==> src/rtl/logic_gate_unit.sv <==
// logic_gate_unit: registered bitwise logic unit. Applies one of eight logic
// operations to two WIDTH-bit operands and queues results in a 2-entry FIFO
// with valid/ready handshakes on both sides, plus a completed-output counter.
module logic_gate_unit #(
    parameter int WIDTH = 8,
    parameter int CNT_W = 16
) (
    input  logic             clk,
    input  logic             rst,
    input  logic             in_valid,
    output logic             in_ready,
    input  logic [WIDTH-1:0] a,
    input  logic [WIDTH-1:0] b,
    input  logic [2:0]       op,
    output logic             out_valid,
    input  logic             out_ready,
    output logic [WIDTH-1:0] y,
    output logic             y_all,
    output logic             y_any,
    output logic [CNT_W-1:0] count
);

    typedef enum logic [1:0] {
        OCC_EMPTY,
        OCC_ONE,
        OCC_FULL
    } occ_e;

    occ_e             occ_q, occ_d;
    logic [WIDTH-1:0] head_q, head_d;
    logic [WIDTH-1:0] tail_q, tail_d;
    logic [CNT_W-1:0] count_q, count_d;
    logic [WIDTH-1:0] result;
    logic             accept;
    logic             emit;

    // Ready depends only on registered occupancy (and reset), never on out_ready.
    assign in_ready  = (occ_q != OCC_FULL) && !rst;
    assign out_valid = (occ_q != OCC_EMPTY);
    assign accept    = in_valid && in_ready;
    assign emit      = out_valid && out_ready;

    assign y     = head_q;
    assign y_all = &head_q;
    assign y_any = |head_q;
    assign count = count_q;

    // Bitwise operation selected by op on the operands presented this cycle.
    always_comb begin
        result = '0;
        case (op)
            3'd0:    result = a & b;
            3'd1:    result = a | b;
            3'd2:    result = a ^ b;
            3'd3:    result = ~(a & b);
            3'd4:    result = ~(a | b);
            3'd5:    result = ~(a ^ b);
            3'd6:    result = ~a;
            default: result = a;
        endcase
    end

    // FIFO occupancy, head/tail entries and handshake counter next state.
    // The head register keeps its value when the buffer drains, so y holds
    // the last result while empty.
    always_comb begin
        occ_d   = occ_q;
        head_d  = head_q;
        tail_d  = tail_q;
        count_d = emit ? count_q + CNT_W'(1) : count_q;
        case (occ_q)
            OCC_EMPTY: begin
                if (accept) begin
                    head_d = result;
                    occ_d  = OCC_ONE;
                end
            end
            OCC_ONE: begin
                if (accept && emit) begin
                    head_d = result;
                end else if (accept) begin
                    tail_d = result;
                    occ_d  = OCC_FULL;
                end else if (emit) begin
                    occ_d  = OCC_EMPTY;
                end
            end
            OCC_FULL: begin
                if (emit) begin
                    head_d = tail_q;
                    occ_d  = OCC_ONE;
                end
            end
            default: occ_d = OCC_EMPTY;
        endcase
    end

    // State registers with asynchronous reset discarding all buffered data.
    always_ff @(posedge clk or posedge rst) begin
        if (rst) begin
            occ_q   <= OCC_EMPTY;
            head_q  <= '0;
            tail_q  <= '0;
            count_q <= '0;
        end else begin
            occ_q   <= occ_d;
            head_q  <= head_d;
            tail_q  <= tail_d;
            count_q <= count_d;
        end
    end

endmodule

==> config.mk <==
export PLATFORM = sky130hd
export DESIGN_NAME = logic_gate_unit
export DESIGN_NICKNAME = d
export VERILOG_FILES = /design/src/rtl/logic_gate_unit.sv
export SDC_FILE = /design/constraint.sdc
export NUM_CORES = 1
export LEC_CHECK = 0
export BUFFER_PORTS_ARGS = -buffer_cell sky130_fd_sc_hd__clkbuf_2
export CAP_MARGIN = 5
export CORE_MARGIN = 2
export CORE_UTILIZATION = 40
export CTS_CLUSTER_SIZE = 28
export DETAILED_ROUTE_END_ITERATION = 10
export RECOVER_POWER = 50
export SLEW_MARGIN = 10
export SYNTH_ARGS = -nofsm -noshare
export SYNTH_HDL_FRONTEND = slang
export SYNTH_SLANG_ARGS = --single-unit
==> constraint.sdc <==
create_clock -name clk -period 2.6 [get_ports clk]
set_clock_uncertainty 0.1 [all_clocks]
set_input_delay 0.78 -clock clk [delete_from_list [all_inputs] [get_ports clk]]
set_output_delay 0.78 -clock clk [all_outputs]
set_load 0.01 [all_outputs]
==> metrics.txt <==
yosys warns 0; post-synth cell types 51; hold path start count[15]; CP Data Required Time 1.72 ns; peak supply drop 0.546 mV; ys async rst share 100%; Final HPWL DP 4380 µm; CTS buffer count 5; DIE HEIGHT 84.3 µm; Arr. time, crit path 1.41 ns; Final Max Slew Viols 0; clock sink count 34; Least-Margin Pin Slew 1.18 ns; outcome complete, no violations; antenna violations before repair 0; Fin. Hold Viols 0; CP max FO 4; Vias 2240; I/O Buffers 50; first-pass GRT wire length 9280 µm; layout cell share with drive strength beyond 1 23.4%; Worst Setup End Kind output pin; hold buffer count at CTS 0; total wire length 5520 µm; RSZ-0062 raised after global routing no; Die X-Extent 84.3 µm; Synth Register Bits 34; Iter 0 DRT Violations 80; most area-hungry cell type in the Yosys netlist dfrtp_1; pin count of the biggest net entering global routing 35; DRC errors left 0; Placer Congestion 0.761; top post-synthesis cells by count nand2_1, dfrtp_1, inv_1; Critical Path Source rst; final worst-path cycle share 87.9%; DR WL/cell 12.9 µm; Routed Antenna Nets 0; fill count 619; Worst-Skew Late Latency 0.28 ns; Worst-path clk slew 0.07 ns; PwrDens 561 nW/µm²; htree depth 2; share of the synthesized area in the top cell type 33.0%; diode count 0; Initial DRT Pass Iterations 4; Synth area leaders dfrtp_1, ha_1, nand2_1, xnor2_1, a211oi_1; post-synthesis sequential area ratio 33.0%; Max-cap violations 0; CTS tree built; Net count, final 389; top_reg_cell synth dfrtp_1; Avg Cell Area, Syn 8.65 µm²; Critical R2R Launch occ_q[1]; DP Worst Slack 0.317 ns; io pins 51; final setup vio count 0; Core ar. 6280 µm²; Post-synth EDFFs 0; initial core utilization 41.1%; Critical Path Start Type primary input; Post-Route Setup TNS 0 ns; root buf cell clkbuf_8; cell with the most instances after synthesis nand2_1; multi-input logic area 1580 µm²; Area Growth Syn to Fin 16.1%; Longest Clk Path Bufs 2; register area 851 µm²; Post-CTS Setup Inserts 0; number of vias per cell 5.25; CP Class in -> out; final worst path period need 2.29 ns; number of global-route vias before repair 1933; post-synth net total 338; post_cts resized 0; Hold WC Path Type reg -> reg; mapped cell area 2580 µm²; Post-Syn Instances 298; slew margin rel. 20.4%; Die Area 7100 µm²; Worst Slack Setup Final 0.314 ns; grt ovf 0; Max Freq 437 MHz; Leak 1.43 nW; Core Rows 29; total track usage 16.1%
## metal layers
metal	vias up	routed length (µm)	track usage (%)
li1	1158	-	-
met3	4	251	4.03
met5	-	0	0
met1	1028	2780	22.9
met4	0	45	4.84
met2	50	2440	24.0
## per-stage QoR
step / util (%) / hold WS [ns] / area (µm²) / std cells / total power, mW
detailed placement: 46.4 / 0.366 / 2910 / 419 / 1.30
global placement: 46.4 / 0.366 / 2910 / 419 / 1.29
floorplan: - / 0.345 / 2580 / 298 / 1.11
CTS: 47.8 / 0.379 / 3000 / 427 / 1.70
global route: 47.7 / 0.407 / 2990 / 427 / 1.80
finish: 47.7 / 0.372 / 2990 / 427 / 1.68
## power by group
part | internal (mW) | total [mW] | switching (mW) | leakage, nW
sequential | 0.650 | 0.766 | 0.117 | 0.430
combinational | 0.234 | 0.512 | 0.279 | 0.950
clock | 0.213 | 0.400 | 0.186 | 0.0482
## path summary, 6_finish.rpt
check / endpoint / slack, ns / cells after the start
setup / recovery: in_ready / 0.31 / 4
hold reg to reg: count[15] / 0.37 / 1
max in group asynchronous: tail_q[7] / 1.13 / 3
hold / removal: count[15] / 0.37 / 1
min in group asynchronous: count[8] / 0.75 / 3
setup reg to reg: count[6] / 0.47 / 4
## cell usage in the layout (no fill, tap or decap), types with 4 or more instances in the layout
cell type / count
a211oi_1: 12
a21o_1: 5
a21oi_1: 10
buf_4: 6
clkbuf_1: 5
clkbuf_2: 47
clkbuf_8: 6
dfrtp_1: 34
ha_1: 17
inv_1: 19
nand2_1: 36
nand2b_1: 9
nand3_1: 15
nand4_1: 8
nor2_1: 17
nor2b_1: 11
o211ai_1: 7
o21ai_0: 6
o22ai_1: 10
o31ai_1: 4
or2_2: 8
xnor2_1: 11
xor2_1: 4
## registers in the layout, indices dropped and copies added, names as in the netlist
register / flops
tail_q: 8
occ_q: 2
count: 16
y: 8
## worst max-delay path, cell delays in order
cell	delay, ns
clkbuf_1	0.23
clkinvlp_4	0.13
and2_1	0.14
clkbuf_2	0.12
## layout make-up
class                           instances  area share [%]
Multi-Input combinational cell        231            52.8
Sequential cell                        34            28.4
Timing Repair Buffer                   57            9.87
Tap cell                               77            3.22
Clock buffer                            7            2.89
Inverter                               20            2.63
Clock inverter                          1           0.167
## kinds of logic after synthesis
logic type,share of synthesized area [%]
AO/OA/AOI/OAI,19.4
multiplexers,2.09
XOR/XNOR,5.10
AND/OR/NAND/NOR,26.6
flip-flops,33.0
buffers and inverters,5.58
adder cells (fa/ha/maj),8.25
Power figures use the tool's default switching activity.
